$ cat src/rtl/deskew_pkg.sv
// ---------------------------------------------------------------------------
// deskew_pkg
// Shared definitions for the deskew frame sequencing logic.
//   DIM_W, ACC_W  : default widths of the image dimension and accumulator
//   SAMPLE_CNT_W  : width of a full-frame sample count, (dim+1)^2
//   scan_state_e  : xp_scan_ctrl state encoding
// ---------------------------------------------------------------------------
package deskew_pkg;

  localparam int DIM_W        = 9;
  localparam int ACC_W        = 24;
  localparam int SAMPLE_CNT_W = 2 * DIM_W;

  typedef enum logic [2:0] {
    ST_IDLE  = 3'd0,
    ST_CLEAR = 3'd1,
    ST_RUN   = 3'd2,
    ST_DONE  = 3'd3,
    ST_FLUSH = 3'd4
  } scan_state_e;

endpackage

$ cat src/rtl/scan_sample_chk.sv
// ---------------------------------------------------------------------------
// scan_sample_chk
// Independent accept counter for one frame. When the sequencer enters DONE
// the number of accepted samples is compared with (img_dim+1)^2 and a sticky
// error flag is raised on mismatch. The flag clears on the next start-accept.
// Ports:
//   clk, rst_n  : clock, asynchronous active-low reset
//   start_acc   : start accepted in IDLE (clears err)
//   clr         : sequencer is in CLEAR (clears the counter)
//   accept      : one sample accepted this cycle
//   done_entry  : this cycle's accept is the last one, DONE follows
//   img_dim     : shadowed frame dimension
//   err         : sticky sample-count mismatch flag
// ---------------------------------------------------------------------------
module scan_sample_chk #(
  parameter int DIM_W = deskew_pkg::DIM_W,
  parameter int CNT_W = deskew_pkg::SAMPLE_CNT_W
) (
  input  logic             clk,
  input  logic             rst_n,
  input  logic             start_acc,
  input  logic             clr,
  input  logic             accept,
  input  logic             done_entry,
  input  logic [DIM_W-1:0] img_dim,
  output logic             err
);

  localparam logic [CNT_W-1:0] CNT_ONE = {{(CNT_W-1){1'b0}}, 1'b1};

  // Square truncated to the counter width, so both wrap identically.
  function automatic logic [CNT_W-1:0] square_cnt(input logic [CNT_W-1:0] v);
    return v * v;
  endfunction

  logic [CNT_W-1:0] cnt_r;
  logic [CNT_W-1:0] cnt_inc_s;
  logic [CNT_W-1:0] target_s;
  logic             err_r;

  // Expected sample count and the count including the current accept.
  always_comb begin
    cnt_inc_s = cnt_r + CNT_ONE;
    target_s  = square_cnt(CNT_W'(img_dim) + CNT_ONE);
  end

  // Accept counter, cleared while the generator is being cleared.
  always_ff @(posedge clk or negedge rst_n) begin
    if (!rst_n) begin
      cnt_r <= {CNT_W{1'b0}};
    end else if (clr) begin
      cnt_r <= {CNT_W{1'b0}};
    end else if (accept) begin
      cnt_r <= cnt_inc_s;
    end else begin
      cnt_r <= cnt_r;
    end
  end

  // Sticky mismatch flag; the final accept is already included via cnt_inc_s.
  always_ff @(posedge clk or negedge rst_n) begin
    if (!rst_n) begin
      err_r <= 1'b0;
    end else if (start_acc) begin
      err_r <= 1'b0;
    end else if (done_entry && (cnt_inc_s != target_s)) begin
      err_r <= 1'b1;
    end else begin
      err_r <= err_r;
    end
  end

  assign err = err_r;

endmodule

$ cat src/rtl/xp_scan_ctrl.sv
// ---------------------------------------------------------------------------
// xp_scan_ctrl
// Frame sequencer for one xp_gen coordinate/skew-accumulator generator.
// A start in IDLE latches cfg_* into shadow registers, clears the generator
// for one cycle, then steps it once per accepted beat (out_valid & out_ready)
// until the sample at (img_dim, img_dim) is accepted, then pulses done.
// abort sends any active state to FLUSH, which clears the generator again.
//
// Optional build macro XP_SCAN_CTRL_CHK_EN adds scan_sample_chk, which
// flags a wrong sample count at frame end on err; otherwise err is 0.
//
// Ports:
//   clk, rst_n            : clock, asynchronous active-low reset
//   start, abort          : frame start request / frame termination
//   cfg_img_dim/incr/offset : per-frame configuration (sampled at start)
//   x_cnt_xp, y_cnt_xp    : generator coordinate counters
//   out_ready             : downstream accepts the current sample
//   gen_en, gen_sclr      : generator step enable / synchronous clear
//   gen_img_dim/incr/offset : shadowed configuration to the generator
//   out_valid             : generator output is a valid sample
//   busy, done, err       : frame active / completion pulse / count error
// ---------------------------------------------------------------------------
module xp_scan_ctrl #(
  parameter int DIM_W = deskew_pkg::DIM_W,
  parameter int ACC_W = deskew_pkg::ACC_W
) (
  input  logic             clk,
  input  logic             rst_n,
  input  logic             start,
  input  logic             abort,
  input  logic [DIM_W-1:0] cfg_img_dim,
  input  logic [ACC_W-1:0] cfg_incr,
  input  logic [ACC_W-1:0] cfg_offset,
  input  logic [DIM_W-1:0] x_cnt_xp,
  input  logic [DIM_W-1:0] y_cnt_xp,
  input  logic             out_ready,
  output logic             gen_en,
  output logic             gen_sclr,
  output logic [DIM_W-1:0] gen_img_dim,
  output logic [ACC_W-1:0] gen_incr,
  output logic [ACC_W-1:0] gen_offset,
  output logic             out_valid,
  output logic             busy,
  output logic             done,
  output logic             err
);

  import deskew_pkg::*;

  scan_state_e      state_r;
  scan_state_e      state_nxt_s;
  logic [DIM_W-1:0] img_dim_r;
  logic [ACC_W-1:0] incr_r;
  logic [ACC_W-1:0] offset_r;
  logic             gen_sclr_r;
  logic             out_valid_r;
  logic             busy_r;
  logic             done_r;
  logic             start_acc_s;
  logic             accept_s;
  logic             last_s;

  // out_valid_r is high exactly in RUN; abort suppresses the step that cycle.
  assign accept_s    = out_valid_r & out_ready & ~abort;
  assign last_s      = (x_cnt_xp == img_dim_r) && (y_cnt_xp == img_dim_r);
  assign start_acc_s = (state_r == ST_IDLE) & start & ~abort;

  // Next-state decode; abort wins over every other transition.
  always_comb begin
    state_nxt_s = state_r;
    case (state_r)
      ST_IDLE: begin
        if (start_acc_s) begin
          state_nxt_s = ST_CLEAR;
        end else begin
          state_nxt_s = ST_IDLE;
        end
      end
      ST_CLEAR: begin
        if (abort) begin
          state_nxt_s = ST_FLUSH;
        end else begin
          state_nxt_s = ST_RUN;
        end
      end
      ST_RUN: begin
        if (abort) begin
          state_nxt_s = ST_FLUSH;
        end else if (accept_s && last_s) begin
          state_nxt_s = ST_DONE;
        end else begin
          state_nxt_s = ST_RUN;
        end
      end
      ST_DONE: begin
        if (abort) begin
          state_nxt_s = ST_FLUSH;
        end else begin
          state_nxt_s = ST_IDLE;
        end
      end
      ST_FLUSH: begin
        state_nxt_s = ST_IDLE;
      end
      default: begin
        state_nxt_s = ST_IDLE;
      end
    endcase
  end

  // State, registered state-decoded outputs and configuration shadows.
  always_ff @(posedge clk or negedge rst_n) begin
    if (!rst_n) begin
      state_r     <= ST_IDLE;
      gen_sclr_r  <= 1'b0;
      out_valid_r <= 1'b0;
      busy_r      <= 1'b0;
      done_r      <= 1'b0;
      img_dim_r   <= {DIM_W{1'b0}};
      incr_r      <= {ACC_W{1'b0}};
      offset_r    <= {ACC_W{1'b0}};
    end else begin
      state_r     <= state_nxt_s;
      gen_sclr_r  <= (state_nxt_s == ST_CLEAR) || (state_nxt_s == ST_FLUSH);
      out_valid_r <= (state_nxt_s == ST_RUN);
      busy_r      <= (state_nxt_s != ST_IDLE);
      done_r      <= (state_nxt_s == ST_DONE);
      if (start_acc_s) begin
        img_dim_r <= cfg_img_dim;
        incr_r    <= cfg_incr;
        offset_r  <= cfg_offset;
      end else begin
        img_dim_r <= img_dim_r;
        incr_r    <= incr_r;
        offset_r  <= offset_r;
      end
    end
  end

  assign gen_en      = accept_s;
  assign gen_sclr    = gen_sclr_r;
  assign gen_img_dim = img_dim_r;
  assign gen_incr    = incr_r;
  assign gen_offset  = offset_r;
  assign out_valid   = out_valid_r;
  assign busy        = busy_r;
  assign done        = done_r;

`ifdef XP_SCAN_CTRL_CHK_EN
  logic clr_s;
  logic done_entry_s;

  assign clr_s        = (state_r == ST_CLEAR);
  assign done_entry_s = (state_r == ST_RUN) & accept_s & last_s;

  scan_sample_chk #(
    .DIM_W (DIM_W),
    .CNT_W (2 * DIM_W)
  ) u_sample_chk (
    .clk        (clk),
    .rst_n      (rst_n),
    .start_acc  (start_acc_s),
    .clr        (clr_s),
    .accept     (accept_s),
    .done_entry (done_entry_s),
    .img_dim    (img_dim_r),
    .err        (err)
  );
`else
  assign err = 1'b0;
`endif

endmodule

$ cat config.mk
export PLATFORM = sky130hd
export DESIGN_NAME = xp_scan_ctrl
export DESIGN_NICKNAME = d
export VERILOG_FILES = /design/src/rtl/deskew_pkg.sv /design/src/rtl/scan_sample_chk.sv /design/src/rtl/xp_scan_ctrl.sv
export SDC_FILE = /design/constraint.sdc
export NUM_CORES = 1
export LEC_CHECK = 0
export CAP_MARGIN = 20
export CORE_MARGIN = 2
export CORE_UTILIZATION = 41
export DETAILED_ROUTE_END_ITERATION = 6
export PLACE_DENSITY = 0.94
export REMOVE_ABC_BUFFERS = 1
export SKIP_CTS_REPAIR_TIMING = 1
export SLEW_MARGIN = 25
export SYNTH_ARGS = -nofsm -noshare
export SYNTH_HDL_FRONTEND = slang
export SYNTH_SLANG_ARGS = --single-unit
$ cat constraint.sdc
create_clock -name clk -period 3.7 [get_ports clk]
set_clock_uncertainty 0.05 [all_clocks]
set_input_delay 0.74 -clock clk [delete_from_list [all_inputs] [get_ports clk]]
set_output_delay 0.74 -clock clk [all_outputs]
set_load 0.05 [all_outputs]
==> flow_summary_export.csv <==
group,metric,value,unit
outcome,result_of_the_run,"finished, final reports clean",
floorplanning,die_y,82.4,um
hold_path,worstHoldPathType,"input port to async pin",
power_and_ir_drop,leakagePower,1.77,nW
synthesis,synth.area.top_cells,"sky130_fd_sc_hd__dfrtp_1 64%, sky130_fd_sc_hd__mux2_2 25%, sky130_fd_sc_hd__and3_1 1.5%",
timing,clock.fmax,336,MHz
finish,antenna-diode-count,0,
clocking,htree_levels,3,
route,dr_total_vias,1954,
synthesis,synth-edff-count,0,
floorplanning,floorplan.rows,28,
clocking,clock_insertion_delay_worst_skew,0.33,ns
timing,final.period_utilization,80.4,%
route,drt-initial-drc-count,28,
clocking,clk_path_buf_depth,2,
synthesis,netlist.area_leader.share,63.5,%
finish,nets,397,
synthesis,yosys_register_bits,64,
clocking,clock_slew_at_reported_path_ffs,0.07,ns
worst_setup_path,ff2ff_setup_slack,1.49,ns
timing,fin_setup_tns,0,ns
synthesis,synthDistinctLibCells,22,
worst_setup_path,timing.critical_path.cells,"clkdlybuf4s50_1 -> nand2_1 -> nor2_1 -> clkdlybuf4s50_1",
grt,grt_remaining_overflow,0,
grt,grt_first_pass_wirelength,9190,um
worst_setup_path,r2r-start,"state_r[2]$_DFF_PN0_",
timing,finalSetupViolations,0,
synthesis,synthDominantAreaCellType,"sky130_fd_sc_hd__dfrtp_1",
synthesis,synthMostInstantiatedCell,"sky130_fd_sc_hd__dfrtp_1",
worst_setup_path,timing.critical_path.slowest_cell_delay,0.80,ns
worst_setup_path,critPathRequiredTime,2.91,ns
grt,maximum_number_of_pins_on_one_net_before_global_route_repair,34,
floorplanning,core-area,5920,um2
timing,hold_violations,0,
worst_setup_path,reg2reg_depth,4,
placement,gp_congestion,0.778,
synthesis,syn-mean-instance-area,14.9,um2
worst_setup_path,highest_delay_cell_along_the_critical_path,"sky130_fd_sc_hd__clkdlybuf4s50_1",
power_and_ir_drop,worst_ir_drop_vdd,436,uV
grt,vias_in_the_first_global_route,2092,
worst_setup_path,regToRegEndpoint,"gen_offset[23]$_DFFE_PN0N_",
finish,stdcell_area,4210,um2
run,cap_violations,0,
route,drtPass1Iterations,3,
worst_setup_path,worstSetupStartpoint,"out_ready",
timing,timing.final.max_slew_violations,0,
route,wl,6250,um
worst_setup_path,timing.critical_path.arrival,2.18,ns
synthesis,synth_area,2520,um2
placement,dp.final_hpwl,4910,um
power_and_ir_drop,power_density,732,nW/um2
grt,global_route.usage.total,18.4,%
clocking,cts.root.buffer_cell,"sky130_fd_sc_hd__clkbuf_8",
clocking,tritoncts,"yes",
route,post-route-drc-count,0,
finish,area_growth_syn_to_layout,66.8,%
finish,drive_gt1_share,23.6,%
synthesis,post_synthesis_sequential_area_ratio,63.5,%
route,wl_per_cell,15.7,um
placement,dpl_cell_area,4010,um2
placement,numPortBuffers,141,
worst_setup_path,path_common_cell,"sky130_fd_sc_hd__clkdlybuf4s50_1",
worst_setup_path,setup.worst_path.class,"input port to primary output",
floorplanning,io-pin-count,143,
clocking,clock_sinks,64,
clocking,tritoncts.num_buffers,9,
floorplanning,die-area,6790,um2
synthesis,yosys_warnings,0,
timing,headroom_to_the_max_slew_limit,47.1,%
synthesis,syn_inst,169,
floorplanning,dieWidth,82.4,um
synthesis,synth_commonest_cells,"64 x sky130_fd_sc_hd__dfrtp_1, 57 x sky130_fd_sc_hd__mux2_2, 7 x sky130_fd_sc_hd__nor3_1, 6 x sky130_fd_sc_hd__and3_1, 6 x sky130_fd_sc_hd__buf_2",
route,via_per_inst,4.92,
worst_setup_path,path_max_fanout,2,
finish,finalCoreUtilization,71.0,%
worst_setup_path,cp-endpoint,"gen_en",
floorplanning,initial_utilization,42.6,%
timing,rsz0062_at_grt,"no",
synthesis,asyncSetResetFlopFracSynth,100,%
synthesis,yosys_most_used_dff,"sky130_fd_sc_hd__dfrtp_1",
worst_setup_path,worstSetupEndpointType,"primary output",
timing,worstMarginPinSlew,0.791,ns
worst_setup_path,critical_path.startpoint_type,"input port",
grt,antenna_found_initial,0,
timing,period_needed,2.97,ns
route,antenna_left,0,
[cell usage in the layout, fill, tap and decap left out, drive strengths merged]
cell type,count
mux2,57
dfrtp,64
nand4,1
or3,3
inv,3
bufinv,1
clkbuf,13
o221ai,1
buf,4
or4,1
conb,1
o22ai,2
nand2,3
clkinv,2
nand3,3
nor2,2
and3,6
clkdlybuf4s50,140
o21a,1
o21ai,1
o211ai,1
nor3,7
xnor2,3
a22oi,1
nand3b,1
[worst min path at each step]
stage / slack [ns] / to
2_1_floorplan: 0.39 / busy$_DFF_PN0_
3_3_place_gp: 0.44 / gen_offset[6]$_DFFE_PN0N_
3_5_place_dp: 0.44 / gen_incr[21]$_DFFE_PN0N_
4_1_cts: 0.42 / gen_offset[1]$_DFFE_PN0N_
5_1_grt: 0.45 / gen_offset[2]$_DFFE_PN0N_
6_report: 0.41 / busy$_DFF_PN0_
[routing by layer]
layer | routed length (um) | track usage (%) | part of all wire (%) | up-vias
met5 | 0 | 0 | 0 | -
li1 | - | - | - | 893
met4 | 103 | 9.17 | 1.6 | 0
met2 | 3300 | 34.5 | 53 | 95
met1 | 2210 | 17.1 | 35 | 955
met3 | 629 | 7.17 | 10 | 11
[per-stage QoR]
step	setup WS [ns]	std cells	power, mW	hold WS (ns)
2_1_floorplan	0.477	162	1.94	0.394
3_3_place_gp	0.699	381	2.47	0.436
3_5_place_dp	0.649	381	2.51	0.443
4_1_cts	0.729	397	3.11	0.423
5_1_grt	0.695	397	3.20	0.452
6_report	0.725	397	3.08	0.407
[area by class of cell]
class,instances,area [um2]
multi-input combinational,95,871
inverter,3,11.3
clock buffer,13,159
clock inverter,3,40.0
sequential,64,1600
fill,436,1720
timing repair buffer,144,1430
tap,75,93.8
[power by group]
group          internal (mW)  switching (mW)  leakage, nW  total, mW
logic                  0.564           0.903        0.904       1.47
clock network          0.346           0.248        0.103      0.594
registers              0.898           0.118        0.762       1.02
total                   1.81            1.27         1.77       3.08
[registers in the layout (all words and copies together) (netlist names)]
signal,cells
out_valid,1
busy,1
gen_sclr,1
gen_img_dim,9
gen_offset,24
state_r,3
gen_incr,24
done,1
[kinds of logic (layout without fill, tap and decap cells)]
| family | Yosys count | after routing | share of synthesized area (%) |
|---|---|---|---|
| other cells | 1 | 1 | 0.149 |
| simple gates | 27 | 27 | 5.96 |
| xor+xnor | 3 | 3 | 1.04 |
| compound gates | 7 | 7 | 1.94 |
| buf+inv | 10 | 163 | 1.94 |
| mux | 57 | 57 | 25.5 |
| flops | 64 | 64 | 63.5 |
[worst max-delay path, delay by kind of cell]
kind | cells | cell delay [ns]
buffers and inverters | 2 | 1.30
and+or+nand+nor | 2 | 0.14
(Power assumes the default switching activity.)
==> variant 1 (same flow settings) <==
Add an input register stage for `cfg_img_dim`, with the module's reset; this delays it by one clock. The other inputs are not delayed to match.
--- a/src/rtl/xp_scan_ctrl.sv
+++ b/src/rtl/xp_scan_ctrl.sv
@@ -47,4 +47,14 @@
 
   import deskew_pkg::*;
+
+  logic [DIM_W-1:0] cfg_img_dim_q;
+
+  always_ff @(posedge clk or negedge rst_n) begin
+    if (!rst_n) begin
+      cfg_img_dim_q <= '0;
+    end else begin
+      cfg_img_dim_q <= cfg_img_dim;
+    end
+  end
 
   scan_state_e      state_r;
@@ -127,5 +137,5 @@
       done_r      <= (state_nxt_s == ST_DONE);
       if (start_acc_s) begin
-        img_dim_r <= cfg_img_dim;
+        img_dim_r <= cfg_img_dim_q;
         incr_r    <= cfg_incr;
         offset_r  <= cfg_offset;
Function: changed (a bounded check fails within 4 cycles, from zero or initial values and one cycle with rst_n low).
==> variant 1 against the unedited design <==
- the run now ends with DRC left
- final area is 5.6% higher
- total power is 5.3% higher
- sequential power is 9.8% higher
- combinational power hardly changed
- setup slack better by 37 ps
- sequential cell count is 9 higher
- routed wire length is 1.1% lower
- via count is 1.9% higher
- die area is 8.5% higher
- count of clock-buffer cells in the layout is 1 lower
- synthesized area is 8.9% higher
==> variant 1: results (changes against the unedited design) <==
Run status: complete, but fails checks
Failing checks: DRC
First-pass GRT wire length: 10100 um (+9.8%)
Reg2reg setup slack: 2070 ps (+580 ps)
Worst slack at placement: 767 ps (+118 ps)
Synth area leaders: dfrtp_1 (67%), mux2_2 (23%), and3_1 (1.4%)
Leakage: 1.87 nW (+5.9%)
Clock root buffer: clkbuf_8
GRT Overall Usage: 0.177 (-0.00715)
Number of global-route vias before repair: 2170 (+3.7%)
Critical-path maximum fanout: 2 (unchanged)
Wirelength, routed: 6180 um (-1.1%)
Worst hold endpoint: gen_img_dim[8]
Drt pass-1 iters: 7 (+4)
Synth top cells by count: dfrtp_1 (73), mux2_2 (57), nor3_1 (7)
Via count: 1992 (+1.9%)
Layout cells sized above 1: 0.225 (-0.0111)
Post-detail-place hpwl: 4660 um (-5.0%)
Placer Congestion: 0.742 (-4.7%)
Fillers: 455 (+4.4%)
Worst hold path depth: 1
Worst r2r dst: out_valid
Post-synth ARST share: 1.00 (unchanged)
Antenna violations before repair: 0 (unchanged)
Slew HR: 0.406 (-0.0652)
Hold Path Class: flip-flop to flip-flop
Post-synth cell types: 22 (unchanged)
Critical Path AT: 2150 ps (-30 ps)
Nets: 405 (+2.0%)
Post-route DRC: 13 (+13)
Pin count of the biggest net entering global routing: 74 (+120%)
DR iter-0 viols: 44 (+57%)
Peak supply drop: 0.000386 V (-11%)
CTS max path bufs: 2 (unchanged)
Register area share after synthesis: 0.665 (+0.0299)
-- variant 1: cell types whose count changed in the layout (fill, tap and decap cells not counted) --
cell	unedited run	this run
buf_2	1	0
dfrtp_1	64	73
clkinv_2	2	1
bufinv_16	1	2
clkbuf_8	11	10
-- variant 1: area by class of cell --
type | instances | area (sq um) | area share
sequential | 73 | 1830 | 0.411
timing repair buffer | 143 | 1420 | 0.321
multi-input combinational | 95 | 871 | 0.196
clock buffer | 12 | 145 | 0.0327
tap | 77 | 96.3 | 0.0217
clock inverter | 3 | 65.1 | 0.0147
inverter | 3 | 11.3 | 0.00254
-- variant 1: worst max path at each step --
| stage | to | slack, ps |
|---|---|---|
| after CTS | gen_en | 760 |
| after floorplan | gen_img_dim[0] | 480 |
| after detailed placement | gen_en | 770 |
| after global placement | gen_en | 760 |
| after global routing | gen_en | 720 |
| final | gen_en | 760 |
-- variant 1: per-layer routing --
metal / global-route usage / share of wire / vias to the layer above
li1: - / - / 922
met1: 0.202 / 0.39 / 965
met2: 0.292 / 0.49 / 96
met3: 0.0751 / 0.10 / 9
met4: 0.0779 / 0.014 / 0
met5: 0 / 0 / -
-- variant 1: power by group --
part	internal (mW)	switching [mW]	leakage [nW]
Combinational	0.563	0.905	0.900
Sequential	1.00	0.115	0.867
Clock	0.394	0.264	0.106
-- variant 1: per-stage QoR --
stage,util,cells,hold WS (ps),area (sq um)
floorplan,-,171,394,2710
global placement,0.658,391,407,4230
detailed placement,0.658,391,418,4230
CTS,0.691,406,436,4440
global route,0.691,406,441,4440
finish,0.691,406,430,4440
-- variant 1: kinds of logic after synthesis --
kind of cell | Yosys count | synth area share
flops | 73 | 0.665
mux | 57 | 0.234
buf+inv | 10 | 0.0178
other cells | 1 | 0.00137
compound gates | 7 | 0.0178
xor+xnor | 3 | 0.00957
simple gates | 27 | 0.0547
-- variant 1: worst max-delay path, cell delays in order --
cell and delay (ps):
clkdlybuf4s50_1 480, nand2_1 50, nor2_1 70, clkdlybuf4s50_1 800
==> variant 2 (config.mk and constraints unchanged) <==
Made on the original files. The option `XP_SCAN_CTRL_CHK_EN` is turned on by a define.
--- a/src/rtl/xp_scan_ctrl.sv
+++ b/src/rtl/xp_scan_ctrl.sv
@@ -21,4 +21,6 @@
 //   busy, done, err       : frame active / completion pulse / count error
 // ---------------------------------------------------------------------------
+`define XP_SCAN_CTRL_CHK_EN
+
 module xp_scan_ctrl #(
   parameter int DIM_W = deskew_pkg::DIM_W,
Function: changed (a bounded check fails within 4 cycles, from zero or initial values and one cycle with rst_n low).
==> variant 2 against the unedited design <==
- the flow now finishes with violations (setup timing)
- setup slack lost 3100 ps
- final area grew 130%
- routed wire length grew to 3.3 times the old value
- first-iteration DRC count grew to 20 times the old value
- synthesized area grew to 2.6 times the old value
- sequential cell count grew 19
- global-route usage grew 2.4 points
- critical endpoint is now u_sample_chk.err
- largest cell class is now multi-input gates
Power is left out: the tool's default activity adds up to more than one toggle a clock period on the data nets, which glitch-free logic cannot reach.
==> variant 2: results (changes against the unedited design) <==
Slew HR: 0.513 (+0.0415)
Compound-Gate Fraction of Synth Area: 0.0534 (+0.0341)
# H-tree levels: 3 (unchanged)
Critical path's top delay family: adder cells
Via count: 5988 (+210%)
Synth top cells by count: dfrtp_1 (83), inv_1 (75), mux2_2 (58)
Post-synthesis adder-cell area fraction: 0.224 (+0.224)
Clock Latency Late Sink: 350 ps (+20 ps)
TNS Setup: -2410 ps (-2410 ps)
Multiplexer share of the synthesized area: 0.101 (-0.153)
Reg clk slew, reported paths: 70 ps (about the same)
Hold Path Class: input port to asynchronous set/reset pin
Worst Reg-to-Reg Cells: 24 (+20)
Crit. Startpoint: gen_img_dim[1]
Post-detail-place hpwl: 14000 um (+180%)
Layout cells sized above 1: 0.269 (+0.0329)
Failing checks: setup timing
Worst r2r dst: u_sample_chk.err
Max-Cap Viols: 0 (unchanged)
Final setup vio count: 1 (+1)
Cts bufs inserted: 9 (unchanged)
Number of global-route vias before repair: 5912 (+180%)
Post-synth ARST share: 1.00 (unchanged)
Placed Cells incl. Taps: 1058 (+180%)
Synth area leaders: dfrtp_1 (31%), fa_1 (14%), mux2_2 (9.8%)
YS warnings: 0 (unchanged)
Buffers on Ports: 142 (+0.71%)
Setup WS post-layout: -2410 ps (-3130 ps)
N_diodes: 0 (unchanged)
Drt pass-1 iters: 7 (+4)
Critical-path maximum fanout: 4 (+2)
Placer Congestion: 0.910 (+17%)
Syn Area/Cell: 10.3 sq um (-31%)
First-pass GRT wire length: 29100 um (+220%)
Run status: complete, but fails checks
Final hold vios: 0 (unchanged)
Fillers: 1186 (+170%)
Most frequent CP cell: fa_1
Max incr delay on CP: 610 ps (-190 ps)
Slowest cell on the critical path: fa_1
Xor/xnor share of the synthesized area: 0.0954 (+0.0850)
GRT Overall Usage: 0.208 (+0.0238)
DR iter-0 viols: 551 (+1900%)
Antenna violations before repair: 0 (unchanged)
Wirelength, routed: 20800 um (+230%)
Register area share after synthesis: 0.312 (-0.323)
Worst slack at placement: -2100 ps (-2750 ps)
Clock root buffer: clkbuf_16
Critical Path AT: 6270 ps (+4090 ps)
Pin count of the biggest net entering global routing: 38 (+12%)
Nets: 1040 (+160%)
Worst setup path class: flip-flop to flip-flop
Routed vias/inst: 5.49 (+12%)
CTS max path bufs: 2 (unchanged)
Post-synth cell types: 64 (+190%)
## variant 2: layer usage
layer / share of wire / wire (um) / vias up / GRT usage
met5: 0 / 0 / - / 0
met4: 0.052 / 1070 / 0 / 0.0688
met3: 0.10 / 2120 / 116 / 0.0637
met2: 0.48 / 10000 / 407 / 0.366
met1: 0.37 / 7610 / 2879 / 0.242
li1: - / - / 2586 / -
## variant 2: worst min path at each step
stage | endpoint | slack (ps)
after global routing | gen_offset[23] | 290
after floorplan | busy | 390
after detailed placement | gen_offset[7] | 440
final | gen_offset[23] | 270
after global placement | gen_offset[10] | 440
after CTS | gen_offset[23] | 270
## variant 2: cell type report
type                       instances  area share
multi-input combinational        468       0.470
timing repair buffer             231       0.223
sequential                        83       0.217
inverter                          76      0.0300
tap                              216      0.0282
clock buffer                       9      0.0235
clock inverter                     7     0.00822
## variant 2: per-stage QoR
step,hold WS [ps],cell area [sq um]
global placement,436,8800
finish,273,9590
detailed placement,442,8800
global route,292,9590
CTS,273,9100
floorplan,394,6530
